$ cat config.mk
export PLATFORM = sky130hd
export DESIGN_NAME = memory_bus_arbiter_flat
export DESIGN_NICKNAME = d
export VERILOG_FILES = /design/src/rtl/memory_bus_arbiter_if.sv /design/src/rtl/memory_bus_arbiter.sv /design/src/flat_wrapper.sv
export SDC_FILE = /design/constraint.sdc
export NUM_CORES = 1
export LEC_CHECK = 0
export ABC_CLOCK_PERIOD_IN_PS = 2800
export CORE_AREA = 2 2 90 92
export DETAILED_ROUTE_END_ITERATION = 10
export DIE_AREA = 0 0 92 94
export GPL_TIMING_DRIVEN = 0
export PLACE_DENSITY = 0.81
export SLEW_MARGIN = 20
export SYNTH_ARGS = -nofsm -noshare
export SYNTH_HDL_FRONTEND = slang
export SYNTH_SLANG_ARGS = --single-unit
$ cat constraint.sdc
create_clock -name clk -period 2.8 [get_ports clk]
set_input_delay 0.56 -clock clk [delete_from_list [all_inputs] [get_ports clk]]
set_output_delay 0.56 -clock clk [all_outputs]
set_load 0.01 [all_outputs]
$ cat src/rtl/memory_bus_arbiter_if.sv
// Processor-side request/grant bus and single memory port of the shared data memory arbiter.
// The master view belongs to the arbiter. The slave view belongs to the processors and the memory together.
interface memory_bus_arbiter_if #(
    parameter int WORD_SIZE            = 32,
    parameter int NUMBER_OF_PROCESSORS = 4,
    parameter int ADDRESS_WIDTH        = 10
);
    localparam int OWNER_WIDTH = (NUMBER_OF_PROCESSORS > 1) ? $clog2(NUMBER_OF_PROCESSORS) : 1;

    logic [NUMBER_OF_PROCESSORS-1:0]               requests;
    logic [NUMBER_OF_PROCESSORS*ADDRESS_WIDTH-1:0] addresses;
    logic [NUMBER_OF_PROCESSORS*WORD_SIZE-1:0]     write_data;
    logic [NUMBER_OF_PROCESSORS-1:0]               read_enables;
    logic [NUMBER_OF_PROCESSORS-1:0]               write_enables;

    logic [NUMBER_OF_PROCESSORS-1:0]               grants;
    logic [ADDRESS_WIDTH-1:0]                      memory_address;
    logic [WORD_SIZE-1:0]                          memory_write_data;
    logic                                          memory_read_enable;
    logic                                          memory_write_enable;
    logic [OWNER_WIDTH-1:0]                        owner;
    logic                                          timeout;

    modport master (
        input  requests, addresses, write_data, read_enables, write_enables,
        output grants, memory_address, memory_write_data,
               memory_read_enable, memory_write_enable, owner, timeout
    );

    modport slave (
        output requests, addresses, write_data, read_enables, write_enables,
        input  grants, memory_address, memory_write_data,
               memory_read_enable, memory_write_enable, owner, timeout
    );
endinterface

$ cat src/rtl/memory_bus_arbiter.sv
// Round-robin arbiter and bus multiplexer from N processors onto one memory port.
// Grants are held for a whole burst, with a hold watchdog and a one-cycle turnaround gap.
module memory_bus_arbiter #(
    parameter int WORD_SIZE            = 32,
    parameter int NUMBER_OF_PROCESSORS = 4,
    parameter int ADDRESS_WIDTH        = 10,
    parameter int MAX_HOLD             = 64
) (
    input  logic                 clk,
    input  logic                 reset,
    memory_bus_arbiter_if.master bus
);
    localparam int N           = NUMBER_OF_PROCESSORS;
    localparam int OWNER_WIDTH = (N > 1) ? $clog2(N) : 1;
    localparam int HOLD_WIDTH  = (MAX_HOLD > 1) ? $clog2(MAX_HOLD) : 1;

    localparam logic [HOLD_WIDTH-1:0]  HOLD_LAST      = (MAX_HOLD > 1) ? HOLD_WIDTH'(MAX_HOLD - 1) : '0;
    localparam logic [OWNER_WIDTH-1:0] LAST_PROCESSOR = OWNER_WIDTH'(N - 1);
    localparam logic [N-1:0]           GRANT_ONE      = N'(1);

    typedef enum logic [1:0] {
        ST_IDLE  = 2'd0,
        ST_GRANT = 2'd1,
        ST_GAP   = 2'd2
    } state_t;

    state_t                  state_reg, state_next;
    logic [OWNER_WIDTH-1:0]  owner_reg, owner_next;
    logic [N-1:0]            grants_reg, grants_next;
    logic                    timeout_reg, timeout_next;
    logic [HOLD_WIDTH-1:0]   hold_reg, hold_next;

    logic [OWNER_WIDTH-1:0]  winner;
    logic [OWNER_WIDTH-1:0]  candidate;
    logic                    any_request;
    logic                    owner_request;
    logic                    hold_expired;
    logic                    bus_granted;

    logic [ADDRESS_WIDTH-1:0] address_array [N];
    logic [WORD_SIZE-1:0]     data_array    [N];

    generate
        for (genvar gi = 0; gi < N; gi++) begin : g_unpack
            assign address_array[gi] = bus.addresses[gi*ADDRESS_WIDTH +: ADDRESS_WIDTH];
            assign data_array[gi]    = bus.write_data[gi*WORD_SIZE +: WORD_SIZE];
        end
    endgenerate

    assign any_request   = |bus.requests;
    assign owner_request = bus.requests[owner_reg];
    assign hold_expired  = (MAX_HOLD != 0) && (hold_reg == HOLD_LAST);

    // Scan from owner+1 upward with wrap; walking distances downward lets the nearest one win.
    always_comb begin
        winner    = owner_reg;
        candidate = owner_reg;
        for (int k = N; k >= 1; k--) begin
            candidate = OWNER_WIDTH'((int'(owner_reg) + k) % N);
            if (bus.requests[candidate]) begin
                winner = candidate;
            end
        end
    end

    always_ff @(posedge clk or negedge reset) begin
        if (!reset) begin
            state_reg   <= ST_IDLE;
            owner_reg   <= LAST_PROCESSOR;
            grants_reg  <= '0;
            timeout_reg <= 1'b0;
            hold_reg    <= '0;
        end else begin
            state_reg   <= state_next;
            owner_reg   <= owner_next;
            grants_reg  <= grants_next;
            timeout_reg <= timeout_next;
            hold_reg    <= hold_next;
        end
    end

    // The edge leaving the gap is itself an arbitration edge, so back-to-back bursts lose one cycle.
    always_comb begin
        state_next   = state_reg;
        owner_next   = owner_reg;
        grants_next  = grants_reg;
        timeout_next = 1'b0;
        hold_next    = hold_reg;
        unique case (state_reg)
            ST_IDLE, ST_GAP: begin
                grants_next = '0;
                if (any_request) begin
                    state_next  = ST_GRANT;
                    owner_next  = winner;
                    grants_next = GRANT_ONE << winner;
                    hold_next   = '0;
                end else begin
                    state_next = ST_IDLE;
                end
            end
            ST_GRANT: begin
                if (!owner_request) begin
                    state_next  = ST_GAP;
                    grants_next = '0;
                end else if (hold_expired) begin
                    state_next   = ST_GAP;
                    grants_next  = '0;
                    timeout_next = 1'b1;
                end else if (hold_reg != HOLD_LAST) begin
                    hold_next = hold_reg + HOLD_WIDTH'(1);
                end
            end
            default: begin
                state_next  = ST_IDLE;
                grants_next = '0;
            end
        endcase
    end

    // Memory port follows the owner only while granted; reset drops the enables without waiting for a clock.
    assign bus_granted             = (state_reg == ST_GRANT) && grants_reg[owner_reg];
    assign bus.memory_address      = bus_granted ? address_array[owner_reg] : '0;
    assign bus.memory_write_data   = bus_granted ? data_array[owner_reg] : '0;
    assign bus.memory_read_enable  = bus_granted && bus.read_enables[owner_reg];
    assign bus.memory_write_enable = bus_granted && bus.write_enables[owner_reg];

    assign bus.grants  = grants_reg;
    assign bus.owner   = owner_reg;
    assign bus.timeout = timeout_reg;
endmodule

$ cat src/flat_wrapper.sv
// flat-port wrapper written by rule: the top's interface ports become plain ports
module memory_bus_arbiter_flat 
#(
    parameter int WORD_SIZE            = 32,
    parameter int NUMBER_OF_PROCESSORS = 4,
    parameter int ADDRESS_WIDTH        = 10,
    parameter int MAX_HOLD             = 64
)
  (clk, reset, bus_requests, bus_addresses, bus_write_data, bus_read_enables, bus_write_enables, bus_grants, bus_memory_address, bus_memory_write_data, bus_memory_read_enable, bus_memory_write_enable, bus_owner, bus_timeout);
  memory_bus_arbiter_if #(.WORD_SIZE(WORD_SIZE), .NUMBER_OF_PROCESSORS(NUMBER_OF_PROCESSORS), .ADDRESS_WIDTH(ADDRESS_WIDTH)) bus_i ();
  input  logic clk;
  input  logic reset;
  input wire logic [$bits(bus_i.requests)-1:0] bus_requests;
  input wire logic [$bits(bus_i.addresses)-1:0] bus_addresses;
  input wire logic [$bits(bus_i.write_data)-1:0] bus_write_data;
  input wire logic [$bits(bus_i.read_enables)-1:0] bus_read_enables;
  input wire logic [$bits(bus_i.write_enables)-1:0] bus_write_enables;
  output wire logic [$bits(bus_i.grants)-1:0] bus_grants;
  output wire logic [$bits(bus_i.memory_address)-1:0] bus_memory_address;
  output wire logic [$bits(bus_i.memory_write_data)-1:0] bus_memory_write_data;
  output wire logic [$bits(bus_i.memory_read_enable)-1:0] bus_memory_read_enable;
  output wire logic [$bits(bus_i.memory_write_enable)-1:0] bus_memory_write_enable;
  output wire logic [$bits(bus_i.owner)-1:0] bus_owner;
  output wire logic [$bits(bus_i.timeout)-1:0] bus_timeout;
  assign bus_i.requests = bus_requests;
  assign bus_i.addresses = bus_addresses;
  assign bus_i.write_data = bus_write_data;
  assign bus_i.read_enables = bus_read_enables;
  assign bus_i.write_enables = bus_write_enables;
  assign bus_grants = bus_i.grants;
  assign bus_memory_address = bus_i.memory_address;
  assign bus_memory_write_data = bus_i.memory_write_data;
  assign bus_memory_read_enable = bus_i.memory_read_enable;
  assign bus_memory_write_enable = bus_i.memory_write_enable;
  assign bus_owner = bus_i.owner;
  assign bus_timeout = bus_i.timeout;
  memory_bus_arbiter #(.WORD_SIZE(WORD_SIZE), .NUMBER_OF_PROCESSORS(NUMBER_OF_PROCESSORS), .ADDRESS_WIDTH(ADDRESS_WIDTH), .MAX_HOLD(MAX_HOLD)) u_core (.clk(clk), .reset(reset), .bus(bus_i));
endmodule
* Word-level counts from Yosys, hierarchy flattened
Index checks and enable logic that the tools add are counted.
Storage, ports and cells: bits in registers 15, input bits 182, logic and storage cells 80
Operators by class: add/sub/neg operators 5, order comparisons 6, equal/unequal tests 9, shift-type cells 1, multiplexer cells 44, bitwise operators 1, reduce and logical (&&, ||, !) cells 9
Operators by type and width (count):
- 2-to-1 mux 32 bit | 3
- binary-select mux 32 bit (select 2 bit) | 1
- 2-to-1 mux 10 bit | 3
- 2-to-1 mux 6 bit | 4
- binary-select mux 10 bit (select 2 bit) | 1
- binary-select mux 1 bit (select 2 bit) | 8
- < comparator 2 x 3 -> 1 bit (second input constant) | 5
- 2-to-1 mux 1 bit | 12
- 2-to-1 mux 2 bit | 6
- 2-to-1 mux 4 bit | 3
- one-hot mux 6 bit (2 select lines) | 1
- one-hot mux 4 bit (2 select lines) | 1
- adder 6 x 1 -> 6 bit (second input constant) | 1
- equality test 6 bit (second input constant) | 1
- inequality test 2 x 1 -> 1 bit (second input constant) | 3
- inequality test 6 bit (second input constant) | 1
- AND reduction 5 bit | 1
- adder 2 x 1 -> 2 bit (second input constant) | 2
- adder 2 bit (second input constant) | 2
- one-hot mux 2 bit (2 select lines) | 1
- OR reduction 4 bit | 1
- left shift 1 x 2 -> 4 bit (first input constant) | 1
- greater-or-equal comparator 3 bit (second input constant) | 1
- logical AND 1 bit | 3
- other kinds (9) | 9

* Depth between registers and ports, before layout
Gate-level depths: netlist (run 1).
word-level depth 10, mapped depth 6, gate-level depth less buffers 5

* Worst setup path after synthesis (run 1)
OpenSTA, ideal clock, no wires.
kind register -> output, from reg u_core.owner_reg[0], in the netlist u_core.bus.owner[0], to out bus_memory_address[1], arrival time 1.803 ns, required time 2.240 ns, setup slack 0.437 ns, stages on the path, launching flop included 6, path buffers 3, cell sequence dfstp_2 buf_2 buf_4 buf_4 mux4_2 and3_1
Between the ends: cells in the longest elaborated chain, start to end 5
Ends and longest elaborated chain:
- from (decl) | line memory_bus_arbiter.sv:28 | logic [OWNER_WIDTH-1:0] owner_reg, owner_next;
- from (signal assigned) | line memory_bus_arbiter.sv:75 | owner_reg <= owner_next;
- NOT 2 -> 3 bit (implied by the code) | line memory_bus_arbiter.sv:122 | assign bus.memory_address = bus_granted ? address_array[owner_reg] : '0;
- binary-select mux 10 bit (select 2 bit) | line memory_bus_arbiter.sv:122
- 2-to-1 mux 10 bit (implied by the code) (2 in a row) | line memory_bus_arbiter.sv:122
- 2-to-1 mux 10 bit * | line memory_bus_arbiter.sv:122
- to (decl) | line flat_wrapper.sv:19 | output wire logic [$bits(bus_i.memory_address)-1:0] bus_memory_address;
Every way passes the cells marked *; elsewhere a longest branch is shown, timed or not. The select of a mux whose other input is x is not followed.

* Worst setup path in the final report (run 1)
from reg u_core.owner_reg[0], in the netlist u_core.bus.owner[0], to out bus_memory_write_data[17]
Between the ends: cells in the longest elaborated chain, start to end 5
Ends and longest elaborated chain:
- NOT 2 -> 3 bit (implied by the code) | line memory_bus_arbiter.sv:123 | assign bus.memory_write_data = bus_granted ? data_array[owner_reg] : '0;
- binary-select mux 32 bit (select 2 bit) | line memory_bus_arbiter.sv:123
- 2-to-1 mux 32 bit (implied by the code) (2 in a row) | line memory_bus_arbiter.sv:123
- 2-to-1 mux 32 bit * | line memory_bus_arbiter.sv:123
- to (decl) | line flat_wrapper.sv:20 | output wire logic [$bits(bus_i.memory_write_data)-1:0] bus_memory_write_data;
Marked as above.

==> metrics.cfg, run 1 <==
[outcome]
status = finished, violations left
failed_checks = negative setup slack

[floorplanning]
pin_count = 233
die_w_um = 92
core_sq_mm = 0.00761
rows = 32
dieArea_sq_mm = 0.00865
start_util = 0.284
die_h_um = 94

[placed_design]
dp_hpwl_um = 8900
port_buffers = 232
dp_slack_ns = -0.224
placed_area_sq_mm = 0.00461
gp_congestion = 0.818

[worst_setup_path]
worstSetupPathType = reg2out
r2r_cells = 8
reg2reg_from = u_core.bus.owner[0]
worstSetupEndpoint = bus_memory_write_data[17]
rr_endpoint = u_core.bus.grants[2]
critPathLaunch = u_core.bus.owner[0]
crit_required_ns = 2.24
critPathMaxStageDelay_ns = 0.65
crit_fanout = 10
end_kind = primary output
crit_arrival_ns = 2.38
r2r_slack_ns = 0.47
cp_slowest_cell = mux4_2
crit_chain = mux4_2, clkbuf_8, and3_1, clkdlybuf4s50_1
start_kind = flip-flop

[pwr]
switchingPower_w = 0.00132
p_seq_frac = 0.116
pwr-share-clk = 0.056
leakage_nw = 2.12
irDropWorstVdd_mv = 0.657
swShare = 0.396
internal_power_w = 0.00202
powerDensity_mw_per_mm2 = 696
comb_power_share = 0.828

[timing]
skew_ns = 0.00170
min_period_ns = 2.94
timing.hold.ws_ns = 0.536
fmax_ghz = 0.340
hold_viol = 0
drv_slew = 0
relSlewSlack = 0.487
post-route-period-util = 1.05
fin_ws_ns = -0.140
report.final.setup_viol = 19
fin_tns_setup_ns = -2.22
rsz0062_at_grt = yes
worst_pin_slew_ns = 0.770

[synth]
ys_seq_elements = 15
synthCells = 184
synth.distinct_cells = 37
syn-cell-area_sq_mm = 0.00216
yosysSeqAreaShare = 0.175
syn_nets = 367
yosysWarnings = 0
synth.avg_cell_area_sq_um = 11.7

[route]
wl_met2_um = 5730
routed_wl_um = 10900
vias = 2776
dr.pass1.iters = 4
via_per_inst = 5.23
drc = 0
wl_met3_um = 853
drt_iter0_drc = 87
wire_per_inst_um = 20.6
wl_met1_um = 4170
ant_nets = 0
top_layer = met4

[min_path]
hold_path.class = reg2reg

[cells_and_area]
nets = 613
drive_gt1_frac = 0.228
utilization = 0.632
area.growth.synth_to_final_pct = 123
final_area_sq_mm = 0.00481
largest_reg_flops = 6
diodes = 0

[clocking]
ctsLongestPathBuffers = 2
cts_root_buf = clkbuf_8
htreeDepth = 1
cts_tree = done
clk_pin_slew_ns = 0.07
cts_sinks = 15
clock_latency_ns = 0.26
cts_inserted_buffers = 3

[grt]
grt_pass1_wl_um = 15600
grt_pass1_vias = 2968
grt_max_degree = 16
antenna_found_initial = 0
grt.overflow.total = 0
grtUsageTotal = 0.230

[flow_run]
drv_cap = 0

power groups by stage:
| stage | Combinational [W] | Sequential [W] | Clock [W] |
|---|---|---|---|
| floorplan | 0.00150 | 0.000364 | 0 |
| global placement | 0.00242 | 0.000354 | 0 |
| detailed placement | 0.00248 | 0.000354 | 0 |
| CTS | 0.00259 | 0.000362 | 0.000189 |
| global route | 0.00299 | 0.000396 | 0.000205 |
| finish | 0.00277 | 0.000387 | 0.000187 |
synthesized netlist by cell type:
master,count,area (sq um)
and2_4,1,8.76
a41o_1,1,10.0
o21ai_0,2,10.0
o31ai_1,3,22.5
nand4_1,2,12.5
a21oi_1,5,25.0
dfrtp_1,13,325
and2_1,2,12.5
a211oi_1,1,7.51
buf_2,8,40.0
inv_1,3,11.3
a21o_1,1,7.51
a311oi_1,1,8.76
nand3_1,1,5.00
nand2b_1,1,6.26
buf_4,2,15.0
a32o_1,2,20.0
nor3b_1,2,15.0
and3b_1,2,17.5
dfstp_2,2,52.6
nor2b_1,2,12.5
nor2_1,7,26.3
or3_1,1,6.26
a21boi_0,1,7.51
nand2_1,7,26.3
buf_6,1,11.3
clkbuf_1,10,37.5
and3_1,45,282
mux2_2,1,11.3
and3_4,1,11.3
a31oi_1,1,6.26
o211a_1,1,10.0
nor3_1,2,10.0
mux2i_1,1,10.0
mux4_2,46,1040
a211o_1,1,8.76
ha_1,1,12.5
worst min-delay path by stage:
stage / from / end / slack (ns) / cells past startpoint
6_report: u_core.hold_reg[4] / u_core.hold_reg[4] / 0.54 / 1
5_1_grt: u_core.hold_reg[4] / u_core.hold_reg[4] / 0.58 / 1
4_1_cts: u_core.bus.grants[3] / u_core.bus.grants[3] / 0.53 / 2
3_5_place_dp: u_core.bus.grants[3] / u_core.bus.grants[3] / 0.51 / 2
3_3_place_gp: u_core.hold_reg[4] / u_core.hold_reg[4] / 0.51 / 1
2_1_floorplan: reset / u_core.bus.grants[0] / 0.26 / 0
through the flow:
stage          instances  power [W]
6_report             531    0.00335
3_3_place_gp         518    0.00278
2_1_floorplan        184    0.00186
5_1_grt              531    0.00359
3_5_place_dp         518    0.00283
4_1_cts              524    0.00314
cells in the final DEF, fill, tap and decap left out, types with 4 or more instances in the layout:
master and count:
mux4_2 46, buf_4 10, dlygate4sd2_1 9, clkbuf_2 19
nor2_1 7, clkbuf_8 5, and3_1 45, a21oi_1 5
nand2_1 7, buf_6 4, clkdlybuf4s50_1 206, dfrtp_1 13
worst max-delay path, delay by kind of cell, from the launching register on:
family	cells	cell delay, ns
buffers and inverters	2	0.69
multiplexers	1	0.65
flip-flops	1	0.61
AND/OR/NAND/NOR	1	0.17
cell families after synthesis:
logic type | synth area share
flops | 0.175
mux | 0.490
buf+inv | 0.0533
simple gates | 0.209
fa+ha+maj | 0.00580
compound gates | 0.0667
timing repair:
item,4_1_cts,5_1_grt
hold buffers,0,0
setup endpoints to repair,44,34
resized for setup,47,54
pin swaps,0,0
gates cloned,0,3
setup buffers,3,4
final cells by class:
type / instances / area (sq um)
Fill cell: 625 / 2800
Timing Repair Buffer: 241 / 2350
Multi-Input combinational cell: 146 / 1690
Sequential cell: 15 / 378
Buffer: 20 / 205
Tap cell: 102 / 128
Clock buffer: 3 / 41.3
Inverter: 3 / 11.3
Clock inverter: 1 / 5.00
metal layers:
layer	vias up	track usage
li1	1258	-
met1	1350	0.274
met2	151	0.427
met3	17	0.0482
met4	0	0.0498
met5	-	0
(Power assumes the default switching activity.)
==> inputs of run 2 (changes only) <==
- CORE_AREA: 2 2 90 92 -> 3 3 91 93
- DIE_AREA: 0 0 92 94 -> 0 0 94 96
==> metrics.cfg, run 2 (same netlist as run 1, synthesis figures left out) <==
[worst_setup_path]
reg2reg_from = u_core.bus.owner[0]
rr_endpoint = u_core.bus.grants[2]
crit_fanout = 7
crit_arrival_ns = 2.25
critPathMaxStageDelay_ns = 0.64
critical_path_buf_inv_count = 3
end_kind = primary output
crit_required_ns = 2.24
crit_family = multiplexers
r2r_slack_ns = 0.81
r2r_cells = 5
crit_chain = mux4_2, clkbuf_8, buf_4, and3_1, clkdlybuf4s15_1
cp_slowest_cell = mux4_2
start_kind = flip-flop
worstSetupPathType = reg2out

[timing]
worst_pin_slew_ns = 0.725
fmax_ghz = 0.355
min_period_ns = 2.81
rsz0062_at_grt = yes
fin_ws_ns = -0.0137
post-route-period-util = 1.00
relSlewSlack = 0.515
fin_tns_setup_ns = -0.0137
report.final.setup_viol = 1
drv_slew = 0
hold_viol = 0
skew_ns = 0.00643

[cells_and_area]
diodes = 0
largest_reg_flops = 6
final_common_cell = clkdlybuf4s50_1
final_area_sq_mm = 0.00487
drive_gt1_frac = 0.194
layout_common_cells = 188 x clkdlybuf4s50_1, 46 x mux4_2, 45 x and3_1, 28 x dlymetal6s2s_1, 13 x dfrtp_1
final_cell_count_no_fill = 529
nets = 611
area.growth.synth_to_final_pct = 126

[pwr]
leakage_nw = 2.54
irDropWorstVdd_mv = 0.524
power_w = 0.00323
powerDensity_mw_per_mm2 = 663

[grt]
antenna_found_initial = 0
grt_pass1_vias = 2769
use_met3 = 0.0571
met1_usage = 0.252
grt_max_degree = 16
grt_pass1_wl_um = 14700
met2_usage = 0.386
grt_busiest_layer = met2
grt.overflow.total = 0
grtUsageTotal = 0.209

[outcome]
status = finished, violations left
failed_checks = negative setup slack

[min_path]
hold_path.class = reg2reg
min_from = u_core.bus.grants[2]
hold_path_depth = 1
hold_end = u_core.bus.grants[2]

[flow_run]
drv_cap = 0

[clocking]
clock_latency_ns = 0.25
cts_tree = done
cts_inserted_buffers = 3
clk_pin_slew_ns = 0.07
cts_root_buf = clkbuf_8
cts_sinks = 15
hold_buffers = 0
htreeDepth = 1
ctsLongestPathBuffers = 2

[route]
dr.pass1.iters = 4
routed_wl_um = 10400
drc = 0
drt_iter0_drc = 51
ant_nets = 0
vias = 2673
via_per_inst = 5.05
wire_per_inst_um = 19.7

[placed_design]
place_inst = 518
placed_area_sq_mm = 0.00461
dp_hpwl_um = 8800
port_buffers = 232
gp_congestion = 0.820

[floorplanning]
dieArea_sq_mm = 0.00902
rows = 32
start_util = 0.284
die_w_um = 94
die_h_um = 96
core_sq_mm = 0.00761
pin_count = 233

[run 2: cell types whose count changed in the layout (fill, tap and decap cells not counted), sizes merged]
cell,before,now
dlymetal6s2s,3,28
clkdlybuf4s50,206,188
clkbuf,25,9
buf,21,25
clkdlybuf4s15,0,2
dlygate4sd2,9,11
clkinv,1,0
clkinvlp,0,1
mux4,47,46
[run 2: final cells by class]
| cell class | instances | area [sq um] |
|---|---|---|
| fill | 622 | 2740 |
| timing repair buffer | 240 | 2430 |
| multi-input combinational | 145 | 1670 |
| sequential | 15 | 378 |
| buffer | 20 | 213 |
| tap | 102 | 128 |
| clock buffer | 3 | 41.3 |
| inverter | 3 | 11.3 |
| clock inverter | 1 | 7.51 |
[run 2: power by group]
group | switching (W) | internal, W | total (W) | leakage, nW
combinational | 0.00109 | 0.00159 | 0.00268 | 2.32
clock | 0.0000819 | 0.000100 | 0.000182 | 0.0217
sequential | 0.0000683 | 0.000300 | 0.000369 | 0.195
[run 2: how the worst max path moves through the flow]
stage / cells past startpoint / start / endpoint / slack [ns]
2_1_floorplan: 5 / u_core.bus.owner[0] / bus_memory_address[1] / 0.44
3_3_place_gp: 6 / u_core.bus.owner[1] / bus_memory_address[4] / -0.20
3_5_place_dp: 6 / u_core.bus.owner[1] / bus_memory_address[4] / -0.22
4_1_cts: 5 / u_core.bus.owner[0] / bus_memory_address[6] / -0.17
5_1_grt: 5 / u_core.bus.owner[0] / bus_memory_write_data[26] / -0.08
6_report: 5 / u_core.bus.owner[0] / bus_memory_write_data[26] / -0.01
[run 2: through the flow]
step                      setup WS [ns]  hold slack, ns   util
after floorplan                   0.437           0.264      -
after global placement           -0.201           0.507  0.606
after detailed placement         -0.217           0.517  0.606
after CTS                        -0.167           0.535  0.622
after global routing            -0.0840           0.554  0.640
final                           -0.0137           0.538  0.640
[run 2: routing by layer]
layer | up-vias | share of wire
met4 | 0 | 0.0057
met5 | - | 0
met2 | 129 | 0.53
met3 | 6 | 0.089
met1 | 1285 | 0.37
li1 | 1253 | -
[run 2: what timing repair did]
action | CTS | global route
buffers inserted | 4 | 4
setup endpoints to repair | 44 | 32
resized for setup | 54 | 44
